### config.mk
export PLATFORM = sky130hd
export DESIGN_NAME = bsu_sel_sequencer
export DESIGN_NICKNAME = d
export VERILOG_FILES = /design/src/rtl/bsu_pkg.sv /design/src/rtl/bsu_dwell_timer.sv /design/src/rtl/bsu_sel_sequencer.sv
export SDC_FILE = /design/constraint.sdc
export NUM_CORES = 1
export LEC_CHECK = 0
export ABC_AREA = 1
export BUFFER_PORTS_ARGS = -buffer_cell sky130_fd_sc_hd__buf_2
export CORE_MARGIN = 4
export CORE_UTILIZATION = 45
export DETAILED_ROUTE_END_ITERATION = 12
export PLACE_DENSITY = 0.73
export SLEW_MARGIN = 30
export SYNTH_ARGS = -nofsm -noshare
export SYNTH_HDL_FRONTEND = slang
export SYNTH_SLANG_ARGS = --single-unit
### constraint.sdc
create_clock -name clk -period 3.7 [get_ports clk]
set_clock_uncertainty 0.15 [all_clocks]
set_input_delay 1.11 -clock clk [delete_from_list [all_inputs] [get_ports clk]]
set_output_delay 1.11 -clock clk [all_outputs]
set_load 0.02 [all_outputs]
### src/rtl/bsu_pkg.sv
// Shared definitions for the beam-steering select sequencer: decoder select codes,
// FSM state encoding and channel-scan helper functions.
package bsu_pkg;

  localparam int unsigned NCHAN = 4;

  localparam logic [4:0] SEL_IDLE = 5'b00000;
  localparam logic [4:0] SEL_CH0  = 5'b00110;
  localparam logic [4:0] SEL_CH1  = 5'b01010;
  localparam logic [4:0] SEL_CH2  = 5'b01110;
  localparam logic [4:0] SEL_CH3  = 5'b10010;

  typedef enum logic [2:0] {
    ST_IDLE,
    ST_SETUP,
    ST_DWELL,
    ST_GAP,
    ST_DONE
  } state_t;

  typedef struct packed {
    logic       wrap;
    logic [1:0] chan;
  } next_t;

  function automatic logic [4:0] chan2sel(input logic [1:0] k);
    logic [4:0] s;
    case (k)
      2'd0:    s = SEL_CH0;
      2'd1:    s = SEL_CH1;
      2'd2:    s = SEL_CH2;
      default: s = SEL_CH3;
    endcase
    return s;
  endfunction

  // Lowest masked channel >= ptr; if none, lowest masked channel with wrap set.
  function automatic next_t next_chan(input logic [3:0] mask, input logic [2:0] ptr);
    next_t r;
    logic  hit_hi;
    logic  hit_lo;
    r      = '{wrap: 1'b1, chan: 2'd0};
    hit_hi = 1'b0;
    hit_lo = 1'b0;
    for (int unsigned i = 0; i < NCHAN; i++) begin
      if (!hit_hi && mask[i] && (i >= 32'(ptr))) begin
        hit_hi = 1'b1;
        r.chan = 2'(i);
        r.wrap = 1'b0;
      end
    end
    for (int unsigned i = 0; i < NCHAN; i++) begin
      if (!hit_hi && !hit_lo && mask[i]) begin
        hit_lo = 1'b1;
        r.chan = 2'(i);
      end
    end
    return r;
  endfunction

endpackage

### src/rtl/bsu_dwell_timer.sv
// Loadable down-counter with zero flag; times both the dwell and the guard gap.
module bsu_dwell_timer
  import bsu_pkg::*;
#(
  parameter int unsigned DWELL_W = 16
) (
  input  logic               clk,
  input  logic               rst,
  input  logic               load,
  input  logic               en,
  input  logic [DWELL_W-1:0] load_val,
  output logic               zero
);

  logic [DWELL_W-1:0] cnt;

  always_ff @(posedge clk) begin
    if (rst) begin
      cnt <= '0;
    end else if (load) begin
      cnt <= load_val;
    end else if (en && (cnt != '0)) begin
      cnt <= cnt - DWELL_W'(1);
    end
  end

  assign zero = (cnt == '0);

endmodule

### src/rtl/bsu_sel_sequencer.sv
// Break-before-make channel scanner driving the 4-way select decoder (en/sel).
// Optional decoder loopback check enabled by defining BSU_SEL_LOOPBACK_EN.
module bsu_sel_sequencer
  import bsu_pkg::*;
#(
  parameter int unsigned DWELL_W = 16,
  parameter int unsigned GAP_CYC = 2
) (
  input  logic               clk,
  input  logic               rst,
  input  logic               start,
  input  logic               stop,
  input  logic               abort,
  input  logic [3:0]         chan_mask,
  input  logic [DWELL_W-1:0] dwell,
  input  logic               cont,
  input  logic [3:0]         f_in,
  output logic               en,
  output logic [4:0]         sel,
  output logic [1:0]         cur_chan,
  output logic               busy,
  output logic               done,
  output logic               err,
  output logic               lb_err
);

  state_t             state, state_n;
  logic [3:0]         mask_q;
  logic [DWELL_W-1:0] dwell_q;
  logic               cont_q;
  logic               stop_pend, stop_n;
  logic               en_n, busy_n, done_n, err_n;
  logic [4:0]         sel_n;
  logic [1:0]         chan_n;
  logic               accept;
  logic               tmr_load, tmr_en, tmr_zero;
  logic [DWELL_W-1:0] tmr_val;
  next_t              first, nxt;

  bsu_dwell_timer #(.DWELL_W(DWELL_W)) u_timer (
    .clk      (clk),
    .rst      (rst),
    .load     (tmr_load),
    .en       (tmr_en),
    .load_val (tmr_val),
    .zero     (tmr_zero)
  );

  // Outputs are computed for the next state and registered, so sel only moves
  // on entry to SETUP or DONE, both of which follow an en-low cycle.
  always_comb begin
    state_n  = state;
    en_n     = 1'b0;
    sel_n    = sel;
    busy_n   = busy;
    done_n   = 1'b0;
    err_n    = 1'b0;
    chan_n   = cur_chan;
    stop_n   = stop_pend | (stop && (state != ST_IDLE));
    accept   = 1'b0;
    tmr_load = 1'b0;
    tmr_en   = 1'b0;
    tmr_val  = dwell_q - DWELL_W'(1);
    first    = next_chan(chan_mask, 3'd0);
    nxt      = next_chan(mask_q, {1'b0, cur_chan} + 3'd1);

    case (state)
      ST_IDLE: begin
        busy_n = 1'b0;
        sel_n  = SEL_IDLE;
        stop_n = 1'b0;
        if (start) begin
          if ((chan_mask == '0) || (dwell == '0)) begin
            err_n = 1'b1;
          end else begin
            accept  = 1'b1;
            state_n = ST_SETUP;
            busy_n  = 1'b1;
            chan_n  = first.chan;
            sel_n   = chan2sel(first.chan);
          end
        end
      end
      ST_SETUP: begin
        state_n  = ST_DWELL;
        en_n     = 1'b1;
        tmr_load = 1'b1;
      end
      ST_DWELL: begin
        if (tmr_zero) begin
          state_n  = ST_GAP;
          tmr_load = 1'b1;
          tmr_val  = DWELL_W'(GAP_CYC - 1);
        end else begin
          en_n   = 1'b1;
          tmr_en = 1'b1;
        end
      end
      ST_GAP: begin
        if (tmr_zero) begin
          if (stop_n || (nxt.wrap && !cont_q)) begin
            state_n = ST_DONE;
            sel_n   = SEL_IDLE;
            done_n  = 1'b1;
          end else begin
            state_n = ST_SETUP;
            chan_n  = nxt.chan;
            sel_n   = chan2sel(nxt.chan);
          end
        end else begin
          tmr_en = 1'b1;
        end
      end
      ST_DONE: begin
        state_n = ST_IDLE;
        busy_n  = 1'b0;
        stop_n  = 1'b0;
      end
      default: begin
        state_n = ST_IDLE;
        busy_n  = 1'b0;
        sel_n   = SEL_IDLE;
      end
    endcase

    if (abort) begin
      state_n  = ST_IDLE;
      en_n     = 1'b0;
      sel_n    = SEL_IDLE;
      busy_n   = 1'b0;
      done_n   = 1'b0;
      err_n    = 1'b0;
      stop_n   = 1'b0;
      accept   = 1'b0;
      chan_n   = cur_chan;
      tmr_load = 1'b0;
      tmr_en   = 1'b0;
    end
  end

  always_ff @(posedge clk) begin
    if (rst) begin
      state     <= ST_IDLE;
      en        <= 1'b0;
      sel       <= SEL_IDLE;
      cur_chan  <= '0;
      busy      <= 1'b0;
      done      <= 1'b0;
      err       <= 1'b0;
      stop_pend <= 1'b0;
      mask_q    <= '0;
      dwell_q   <= '0;
      cont_q    <= 1'b0;
    end else begin
      state     <= state_n;
      en        <= en_n;
      sel       <= sel_n;
      cur_chan  <= chan_n;
      busy      <= busy_n;
      done      <= done_n;
      err       <= err_n;
      stop_pend <= stop_n;
      if (accept) begin
        mask_q  <= chan_mask;
        dwell_q <= dwell;
        cont_q  <= cont;
      end
    end
  end

`ifdef BSU_SEL_LOOPBACK_EN
  logic dwell_first;
  logic lb_bad;

  // The decoder needs one cycle to follow en, so the first DWELL cycle is not checked.
  always_comb begin
    lb_bad = 1'b0;
    case (state)
      ST_DWELL:                   lb_bad = !dwell_first && (f_in != (4'b0001 << cur_chan));
      ST_SETUP, ST_GAP, ST_IDLE:  lb_bad = (f_in != 4'b0000);
      default:                    lb_bad = 1'b0;
    endcase
  end

  always_ff @(posedge clk) begin
    if (rst) begin
      dwell_first <= 1'b0;
      lb_err      <= 1'b0;
    end else begin
      dwell_first <= (state == ST_SETUP);
      if (accept) begin
        lb_err <= 1'b0;
      end else if (lb_bad) begin
        lb_err <= 1'b1;
      end
    end
  end
`else
  logic unused_fin;
  assign unused_fin = ^f_in;
  assign lb_err     = 1'b0;
`endif

endmodule
==> impl_results.md, run 1 <==
- Leakage power: 1.665 nW
- Drt pass-1 iters: 4
- Critical path class: in2reg
- Die area: 0.008166 mm2
- Hold Path Origin: cont_q
- Most common cell after layout, fill and taps aside: nand2_1
- Root Driver: clkbuf_8
- Num CTS Buffers: 5
- Vias in the first global route: 2775
- Period utilization: 67.02%
- Worst hold path class: reg2reg
- Drt drc: 0
- Distinct cells, synth: 34
- Fill cell count: 669
- Top cells by area, synth: dfxtp_1 33%, nand2_1 13%, nor2_1 8.9%
- Global-route wire length before repair: 12260 um
- Largest net degree at the start of global routing: 34
- R2r endpoint: u_timer.cnt[11]
- Met1 Track Usage GR: 23.51%
- CTS tree: done
- Drt total wl: 6878 um
- Vias: 2974
- DP HPWL: 5300 um
- Crit end category: flip-flop
- Hold path depth: 2
- Wire per inst: 11.72 um
- Maximum VDD drop: 0.1808 mV
- Resized cells post-CTS: 0
- Worst EP required: 3750 ps
- Design area: 0.003342 mm2
- Most Crowded Layer GR: met2
- Die Y: 90.37 um
- H-tree Lvls: 2
- Number of DRC markers in iteration 0: 159
- CP Max Fanout: 19
- Setup Fix Bufs, Post-CTS: 0
- Met3 Use GR: 2.000%
- Power per cell area: 400.5 mW/mm2
- Clock buffer depth: 2
- RSZ-0062 raised after global routing: false
- Site row count: 29
- Register area share after synthesis: 33.44%
- Post-route setup TNS: 0 ps
- Final #Nets: 543
- Core Area: 0.006459 mm2
- Synthesis Warnings: 0
- M2 GR Usage: 29.68%
- Post-Synthesis Cell Area: 0.003053 mm2
- Initial antenna violation count: 0
- Final min period: 2480 ps
- Achievable frequency: 403.3 MHz
- Hold Vio Cnt, Final: 0
- Worst-Skew Late Latency: 300 ps
- All-Layer GR Usage: 17.49%
- Die W: 90.37 um
- Seq cells post-synth: 51
- Layout cells sized above 1: 12.55%
- Synth-to-Final Area Change: 9.467%
- Worst r2r path cells: 11
- Final Slew Violations: 0
- ANT nets after route: 0
- Hold EP: cont_q
- Initial Util: 47.27%
- Clock transition at the registers of the reported paths: 100 ps
- Mapped Cells: 478
- Worst reg2reg setup slack: 1600 ps
- Syn Area/Cell: 6.387 um2
- Max cap viols: 0
- Port-buffer cells: 35
- Critical Path Start Type: input port
- Synth area leader: dfxtp_1
- # hold bufs at CTS: 0
- RD Place Congestion: 0.8924
- I/O pin count: 42
- Status: finished clean
- Commonest cells after routing, fill and taps aside: 105 x nand2_1, 72 x nor2_1, 56 x inv_1, 51 x dfxtp_1, 37 x a21oi_1
- Sink Count: 51
- Placed Area: 0.003257 mm2
- Worst R2R Start: u_timer.cnt[0]
- Grt ovf: 0
- Via density: 5.066
- Antenna cells: 0
- Finish-stage setup viols: 0
- Crit path DAT: 2530 ps
- Final Power: 1.339 mW
- Yosys top cell area share: 33.44%
## synth_stat cells
master / instances
inv_1: 56
buf_6: 3
nor2_4: 1
or2_2: 1
xor2_1: 14
nor4_1: 3
nand3_1: 32
nor2_1: 72
clkbuf_1: 6
a21oi_1: 37
o21bai_1: 1
o21ai_4: 1
buf_4: 2
nand2_1: 105
a21oi_2: 1
nand4_1: 4
ha_1: 4
a2111oi_0: 1
conb_1: 1
xnor2_1: 2
inv_2: 3
o21ai_0: 34
dfxtp_1: 51
buf_2: 3
o21ai_1: 17
a21boi_0: 1
nor3_1: 5
o211ai_1: 1
nand2_4: 3
nor2_2: 6
nand3b_1: 2
clkinv_1: 1
nand2_2: 2
nand3_2: 2
## worst max-delay path by stage
| stage | end | slack [ps] | from |
|---|---|---|---|
| floorplan | dwell_q[10] | 1430 | dwell[5] |
| global placement | dwell_q[5] | 910 | dwell[11] |
| detailed placement | dwell_q[5] | 900 | dwell[5] |
| CTS | dwell_q[5] | 1230 | dwell[11] |
| global route | dwell_q[8] | 1010 | dwell[5] |
| finish | dwell_q[12] | 1220 | dwell[5] |
## worst max-delay path, cell delays in order
cell and delay [ps]:
buf_2 90, nor2_1 50, nand2_1 60, nor2_1 40, nand2_1 60, nand2_1 90
inv_1 180, nand3_2 320, buf_4 300, o21ai_0 160, a21oi_1 50
## layout make-up
cell class | count | area [um2] | area share, %
clock buffers | 6 | 72.57 | 2.171
clock inverters | 2 | 12.51 | 0.3744
inverters | 60 | 225.2 | 6.739
multi-input cells | 354 | 1724 | 51.59
flip-flops and latches | 51 | 1021 | 30.55
well taps | 77 | 96.34 | 2.883
repair buffers | 37 | 190.2 | 5.691
## logic make-up after synthesis
logic type	Yosys count	synth area share [%]
simple gates	238	33.73
compound gates	94	16.27
buf+inv	74	10.20
flops	51	33.44
xor+xnor	16	4.590
fa+ha+maj	4	1.639
other cells	1	0.1228
## registers in the layout, indices dropped and copies added (netlist names)
register and flops:
err 1, dwell_q 16, cont_q 1, cur_chan 2
sel 4, u_timer.cnt 16, stop_pend 1, state 3
en 1, mask_q 4, busy 1, done 1
## routing by layer
layer  vias to the layer above  part of all wire (%)
li1                       1590                     -
met2                        47                    48
met1                      1332                    49
met4                         0                  0.87
met5                         -                     0
met3                         5                   2.7
## per-stage QoR
step                      std cells  worst slack, ps  hold WS, ps  util (%)
after floorplan                 479             1425        279.2         -
final                           587             1220        308.6     51.74
after CTS                       587             1233        309.7     51.74
after detailed placement        579            897.0        294.2     50.43
after global routing            587             1009        331.3     51.74
after global placement          579            910.6        290.1     50.43
## power by group
group | internal (mW) | leakage, nW | switching (mW) | total (mW)
Combinational | 0.148 | 1.21 | 0.255 | 0.403
Clock | 0.133 | 0.0412 | 0.192 | 0.324
Sequential | 0.582 | 0.416 | 0.0290 | 0.611
Total | 0.863 | 1.66 | 0.476 | 1.34
Note: power is estimated with default switching activity, not from simulation.
==> run 2, diff against run 1 <==
--- a/config.mk
+++ b/config.mk
@@ -5,7 +5,7 @@
 export SDC_FILE = /design/constraint.sdc
 export NUM_CORES = 1
 export LEC_CHECK = 0
-export ABC_AREA = 1
+export ABC_AREA = 0
 export BUFFER_PORTS_ARGS = -buffer_cell sky130_fd_sc_hd__buf_2
 export CORE_MARGIN = 4
 export CORE_UTILIZATION = 45
==> constraint.sdc (replaced) <==
create_clock -name clk -period 2.4 [get_ports clk]
set_clock_uncertainty 0.15 [all_clocks]
set_input_delay 0.72 -clock clk [delete_from_list [all_inputs] [get_ports clk]]
set_output_delay 0.72 -clock clk [all_outputs]
set_load 0.02 [all_outputs]
==> impl_results.md, run 2 <==
- Syn Area/Cell: 8.406 um2 (+32%)
- Global-route wire length before repair: 12840 um (+4.7%)
- I/O pin count: 42 (unchanged)
- Die area: 0.008224 mm2 (+0.71%)
- Root Driver: clkbuf_8
- Grt ovf: 0 (unchanged)
- Period utilization: 96.46%
- Status: finished clean
- Die Y: 90.69 um (+0.35%)
- H-tree Lvls: 2 (unchanged)
- Most common cell after layout, fill and taps aside: dfxtp_1
- CP Max Fanout: 11 (-8)
- Worst-Skew Late Latency: 300 ps (about the same)
- Synth-to-Final Area Change: 18.10%
- Critical path class: reg2reg
- Register area share after synthesis: 33.18% (-0.26 points)
- Sequential Power Share: 40.6% (-5.0 points)
- Top Family by Delay on Critical Path: compound AO/OA/AOI/OAI gates
- Largest net degree at the start of global routing: 22 (-35%)
- Cells along the critical path: nor4_1, nand2_1, buf_4, o31ai_1, o22ai_1, a32o_1
- Worst path slowest cell: nor4_1
- Yosys top cell area share: 33.18% (-0.26 points)
- WP buf/inv: 1 (-2)
- Drt drc: 0 (unchanged)
- RSZ-0062 raised after global routing: true
- Initial Util: 47.37% (+0.10 points)
- CP max stage delay: 500 ps (+180 ps)
- Post-Synthesis Cell Area: 0.003077 mm2 (+0.78%)
- Critical Path Start Type: flip-flop
- Placed Area: 0.003478 mm2 (+6.8%)
- Hold path depth: 2 (unchanged)
- Num CTS Buffers: 5 (unchanged)
- Die W: 90.69 um (+0.35%)
- Hold Slack: 305.6 ps (-3.016 ps)
- Design area: 0.003633 mm2 (+8.7%)
- All-Layer GR Usage: 18.65% (+1.2 points)
- Port-buffer cells: 35 (unchanged)
- Synth area leader: dfxtp_1
- Clk network pwr share: 26.8% (+2.6 points)
- Core Area: 0.006495 mm2 (+0.56%)
- Power per cell area: 638.1 mW/mm2 (+59%)
- Final #Nets: 456 (-16%)
- Post-synth top cells: 51 x dfxtp_1, 38 x nor2_1, 23 x mux2i_1, 23 x nor3_1, 18 x nand2_1
- Crit end category: flip-flop
- Vias in the first global route: 2716 (-2.1%)
- Clock buffer depth: 2 (unchanged)
- Post-route setup TNS: 0 ps (unchanged)
- Drt total wl: 7662 um (+11%)
- Synthesis Warnings: 0 (unchanged)
- DP HPWL: 5848 um (+10%)
- ANT nets after route: 0 (unchanged)
- Drt pass-1 iters: 4 (unchanged)
- Relative slew slack: 64.71%
- Hold Vio Cnt, Final: 0 (unchanged)
- Leakage power: 1.591 nW (-4.4%)
- Fill cell count: 598 (-11%)
- FFs w/ async S/R, synth: 0% (unchanged)
- Layout cells sized above 1: 25.30% (+13 points)
- Vias: 2943 (-1.0%)
- RD Place Congestion: 0.9022 (+1.1%)
- Largest regs: dwell_q x16, u_timer.cnt x16
- Distinct cells, synth: 67 (+97%)
- Wire per inst: 15.32 um (+31%)
- Number of synthesized flops with an enable pin: 0 (unchanged)
- Most instantiated library cell after synthesis: dfxtp_1
- Number of DRC markers in iteration 0: 185 (+16%)
- Clock transition at the registers of the reported paths: 90 ps (about the same)
- Antenna cells: 0 (unchanged)
- Maximum VDD drop: 0.3645 mV (+100%)
- Final min period: 2315 ps
- NetSw: 754.1 uW (+59%)
- Commonest cells after routing, fill and taps aside: 50 x dfxtp_1, 38 x nor2_1, 35 x buf_2, 34 x buf_4
- Crit path DAT: 2370 ps (-160 ps)
- Worst EP required: 2450 ps (-1300 ps)
- Logic gate share of total power: 32.5% (+2.4 points)
- Cell-internal power: 1.565 mW (+81%)
- Achievable frequency: 431.9 MHz
- Worst hold path class: reg2reg
- Initial antenna violation count: 0 (unchanged)
- Site row count: 29 (unchanged)
- Via density: 5.886 (+16%)
- Sw frac: 32.52% (-3.0 points)
- Finish-stage setup viols: 0 (unchanged)
- Top cells by area, synth: dfxtp_1 33%, mux2i_1 7.5%, nor2_1 4.6%
- Final Slew Violations: 0 (unchanged)
- Sink Count: 51 (unchanged)
- Worst-margin pin slew: 524.5 ps
- CTS tree: done
- Mapped Cells: 366 (-23%)
- Seq cells post-synth: 51 (unchanged)
- Worst path depth: 6 (-5)
- Max cap viols: 0 (unchanged)
- Prevailing post-synth register cell: dfxtp_1
- Worst r2r path cells: 6 (-5)
## run 2: final cells by class
class                   count  area (um2)  area share (%)
multi-input cells         281        1898           52.24
flip-flops and latches     51        1022           28.13
repair buffers             70       450.4           12.40
well taps                  77       96.34           2.652
clock buffers               6       82.58           2.273
inverters                  13       48.80           1.343
clock inverters             2       35.03          0.9642
## run 2: cells by family after synthesis
kind of cell / after synthesis / share of synthesized area, %
muxes: 24 / 7.849
and+or+nand+nor: 149 / 26.39
AOI/OAI and AO/OA: 90 / 21.72
buffers and inverters: 35 / 5.693
DFF: 51 / 33.18
adders and majority gates: 4 / 1.627
xor gates and xnor gates: 12 / 3.416
other: 1 / 0.1219
## run 2: power by group through the flow
| stage | Clock, mW | Sequential, mW | Combinational (mW) |
|---|---|---|---|
| 2_1_floorplan | 0 | 0.954 | 0.505 |
| 3_3_place_gp | 0 | 0.958 | 0.689 |
| 3_5_place_dp | 0 | 0.960 | 0.703 |
| 4_1_cts | 0.638 | 0.940 | 0.709 |
| 5_1_grt | 0.672 | 0.949 | 0.824 |
| 6_report | 0.623 | 0.942 | 0.754 |
## run 2: per-layer routing
metal	global-route usage, %	part of all wire (%)
met1	24.67	45
met2	31.56	48
met3	2.667	5.1
met4	5.102	1.1
met5	0	0
## run 2: what timing repair did
action / in CTS / in global routing
hold endpoints to repair: 0 / 0
endpoints found under the setup margin: 0 / 3
buffers inserted: 0 / 3
gates resized for setup: 0 / 4
hold buffers: 0 / 0
## run 2: through the flow
step | setup slack, ps | power, mW | cells | utilization [%]
6_report | 84.89 | 2.319 | 500 | 55.94
5_1_grt | -2.113 | 2.445 | 500 | 55.94
4_1_cts | 74.25 | 2.287 | 497 | 55.37
3_5_place_dp | -154.5 | 1.663 | 489 | 53.55
3_3_place_gp | -117.3 | 1.647 | 489 | 53.55
2_1_floorplan | 20.41 | 1.459 | 367 | -
## run 2: path summary, 6_finish.rpt
| check | startpoint | to | slack (ps) |
|---|---|---|---|
| hold reg to reg | sel[3] | sel[3] | 310 |
| setup / recovery | u_timer.cnt[12] | u_timer.cnt[4] | 80 |
| hold / removal | sel[3] | sel[3] | 310 |
| setup reg to reg | u_timer.cnt[12] | u_timer.cnt[4] | 80 |
## run 2: worst min-delay path: cells and delay by family, from the launching register on
family	cells	cell delay, ps
AOI/OAI and AO/OA	1	50
DFF	1	310
and+or+nand+nor	1	50
==> run 3, diff against run 2 <==
--- a/config.mk
+++ b/config.mk
@@ -14,4 +14,5 @@
 export SLEW_MARGIN = 30
 export SYNTH_ARGS = -nofsm -noshare
 export SYNTH_HDL_FRONTEND = slang
+export SYNTH_HIERARCHICAL = 1
 export SYNTH_SLANG_ARGS = --single-unit
==> impl_results.md, run 3 <==
- Status: finished with violations
- Failing checks: setup timing
- Global-route wire length before repair: 14390 um (+12%)
- Sink Count: 51 (unchanged)
- Synthesis Warnings: 6 (+6)
- Share of the core filled with cells: 64.19% (+8.2 points)
- Sequential Power Share: 38.0% (-2.6 points)
- Max cap viols: 0 (unchanged)
- Crit path top cell by count: nor3_4
- Hold Vio Cnt, Final: 0 (unchanged)
- Die W: 92.57 um (+2.1%)
- Period utilization: 105.0% (+8.5 points)
- Yosys top cell area share: 31.73% (-1.5 points)
- Mux cell area share after synthesis: 6.843% (-1.0 points)
- Worst path slowest cell: or4b_4
- Top cells by area, synth: dfxtp_1 32%, nor2_1 6.9%, mux2i_1 6.8%
- Compound-Gate Fraction of Synth Area: 19.52% (-2.2 points)
- Root Driver: clkbuf_8
- Worst hold path class: reg2reg
- Final #Nets: 517 (+13%)
- Largest regs: dwell_q x16, u_timer/cnt x16
- Mapped Cells: 384 (+4.9%)
- CTS tree: done
- Most common cell after layout, fill and taps aside: buf_4
- Finish-stage setup viols: 13 (+13)
- RD Place Congestion: 0.9037 (+0.17%)
- Drt total wl: 8646 um (+13%)
- Wire per inst: 14.91 um (-2.7%)
- Initial antenna violation count: 0 (unchanged)
- Critical Path Start Type: flip-flop
- H-tree Lvls: 2 (unchanged)
- Drt pass-1 iters: 4 (unchanged)
- Post-Synth Adder-Cell Area: 1.555% (-0.071 points)
- Site row count: 30 (+3.4%)
- Prevailing post-synth register cell: dfxtp_1
- Top Family by Delay on Critical Path: simple AND/OR/NAND/NOR gates
- Clock transition at the registers of the reported paths: 100 ps (about the same)
- Antenna cells: 0 (unchanged)
- Post-synth top cells: 59 x nor2_1, 51 x dfxtp_1, 24 x nand2_1
- Number of DRC markers in iteration 0: 206 (+11%)
- Worst EP required: 2470 ps (+20 ps)
- WP buf/inv: 3 (+2)
- Relative slew slack: 63.75% (-0.96 points)
- CP max stage delay: 580 ps (+80 ps)
- Die Y: 92.57 um (+2.1%)
- Port-buffer cells: 35 (unchanged)
- Distinct cells, synth: 74 (+10%)
- Maximum VDD drop: 0.3357 mV (-7.9%)
- Clk network pwr share: 29.8% (+3.0 points)
- Largest net degree at the start of global routing: 22 (unchanged)
- Post-Synthesis Cell Area: 0.003218 mm2 (+4.6%)
- Sw frac: 32.08% (-0.44 points)
- ANT nets after route: 0 (unchanged)
- Clock buffer depth: 2 (unchanged)
- Crit path setup slack, layout: -120.1 ps (-205.0 ps)
- Register area share after synthesis: 31.73% (-1.5 points)
- Synth-to-Final Area Change: 37.01%
- Crit path DAT: 2590 ps (+220 ps)
- Drt drc: 0 (unchanged)
- Main combinational cell family by area after synthesis: simple AND/OR/NAND/NOR gates
- Synth area leader: dfxtp_1
- Achievable frequency: 396.8 MHz (-8.1%)
- Commonest cells after routing, fill and taps aside: 65 x buf_4, 56 x nor2_1, 48 x dfxtp_1, 35 x buf_2
- Hold Slack: 295.2 ps (-10.45 ps)
- Syn Area/Cell: 8.380 um2 (-0.31%)
- Number of synthesized flops with an enable pin: 0 (unchanged)
- XOR/XNOR share of the synthesized area: 3.266% (-0.15 points)
- Seq cells post-synth: 51 (unchanged)
- Crit end category: flip-flop
- Via density: 5.536 (-5.9%)
- Most instantiated library cell after synthesis: nor2_1
- Initial Util: 46.85% (-0.52 points)
- Core Area: 0.006869 mm2 (+5.8%)
- Final min period: 2520 ps (+205.0 ps)
- Vias: 3211 (+9.1%)
- I/O pin count: 42 (unchanged)
- CP Max Fanout: 7 (-4)
- Power per cell area: 554.9 mW/mm2 (-13%)
- Grt ovf: 0 (unchanged)
- Vias in the first global route: 3106 (+14%)
- Placed Area: 0.003933 mm2 (+13%)
- Final Power: 2.447 mW (+5.5%)
- Layout cells sized above 1: 38.02% (+13 points)
- Critical path class: reg2reg
- Logic gate share of total power: 32.2% (-0.3 points)
- NetSw: 784.9 uW (+4.1%)
- Cell-internal power: 1.662 mW (+6.2%)
- Simple-Gate Fraction of Synth Area: 30.44% (+4.1 points)
- Final Slew Violations: 0 (unchanged)
- All-Layer GR Usage: 20.16% (+1.5 points)
- DP HPWL: 6026 um (+3.1%)
- Worst-margin pin slew: 543.8 ps (+19.26 ps)
- Worst-Skew Late Latency: 320 ps (+20 ps)
- Num CTS Buffers: 5 (unchanged)
- FFs w/ async S/R, synth: 0% (unchanged)
- Die area: 0.008568 mm2 (+4.2%)
- RSZ-0062 raised after global routing: true
- Leakage power: 1.915 nW (+20%)
- Cells along the critical path: inv_2, ha_4, nor4b_4, nand4_4, clkinv_4, inv_4, nand2_4, nor3_4, or4b_4, nor3_4, nand2_2, a2111oi_4
- Design area: 0.004409 mm2 (+21%)
## run 3: cell types whose count changed after synthesis, sizes merged, moves of 5 or more
cell,before,now
o2111ai,5,0
nand2,19,24
inv,13,21
nor2,38,62
a2111oi,1,7
a21oi,15,20
nor3,25,15
a211oi,13,6
## run 3: what timing repair did
item,CTS,global route
gates cloned,1,0
pin swaps,11,16
endpoints found under the hold margin,0,0
endpoints found under the setup margin,16,19
buffers inserted,7,10
resized for setup,16,32
hold buffers,0,0
## run 3: stage by stage
step           cells  setup slack, ps  TNS [ps]
2_1_floorplan    385           -156.5    -926.3
3_3_place_gp     555           -206.9     -5147
3_5_place_dp     555           -243.4     -6202
4_1_cts          571           -109.0    -505.8
5_1_grt          580           -216.0     -2429
6_report         580           -120.1    -853.5
## run 3: logic make-up after synthesis
kind of cell / after synthesis
XOR/XNOR: 12
adder cells (fa/ha/maj): 4
AO/OA/AOI/OAI: 78
flip-flops: 51
multiplexers: 22
buffers and inverters: 44
AND/OR/NAND/NOR: 172
other: 1
## run 3: metal layers
layer | track usage, % | up-vias | wire [um]
li1 | - | 1599 | -
met1 | 27.43 | 1524 | 4114
met2 | 34.08 | 78 | 4125
met3 | 2.924 | 10 | 315
met4 | 3.837 | 0 | 90
met5 | 0 | - | 0
## run 3: tightest hold or removal path, cell delays in order (launching register included)
cell	delay [ps]
dfxtp_1	320
nand2_1	50
nand2_1	40
## run 3: final cells by class
| type | instances | area (um2) |
|---|---|---|
| clock buffer | 5 | 68.82 |
| clock inverter | 3 | 67.56 |
| fill | 523 | 2460 |
| inverter | 23 | 101.3 |
| multi-input combinational | 290 | 2187 |
| sequential | 51 | 1025 |
| tap | 96 | 120.1 |
| timing repair buffer | 112 | 839.6 |
## run 3: worst paths after layout
check	start	endpoint	slack, ps	depth (start not counted)
max	u_timer/cnt[1]	u_timer/cnt[5]	-120	12
min	sel[1]	sel[1]	300	2
max reg2reg	u_timer/cnt[1]	u_timer/cnt[5]	-120	12
min reg2reg	sel[1]	sel[1]	300	2
## run 3: power by group through the flow
stage	clock network [mW]	logic [mW]	registers (mW)
4_1_cts	0.740	0.724	0.929
6_report	0.729	0.788	0.930
3_5_place_dp	0	0.686	0.947
3_3_place_gp	0	0.676	0.945
2_1_floorplan	0	0.459	0.952
5_1_grt	0.768	0.855	0.937
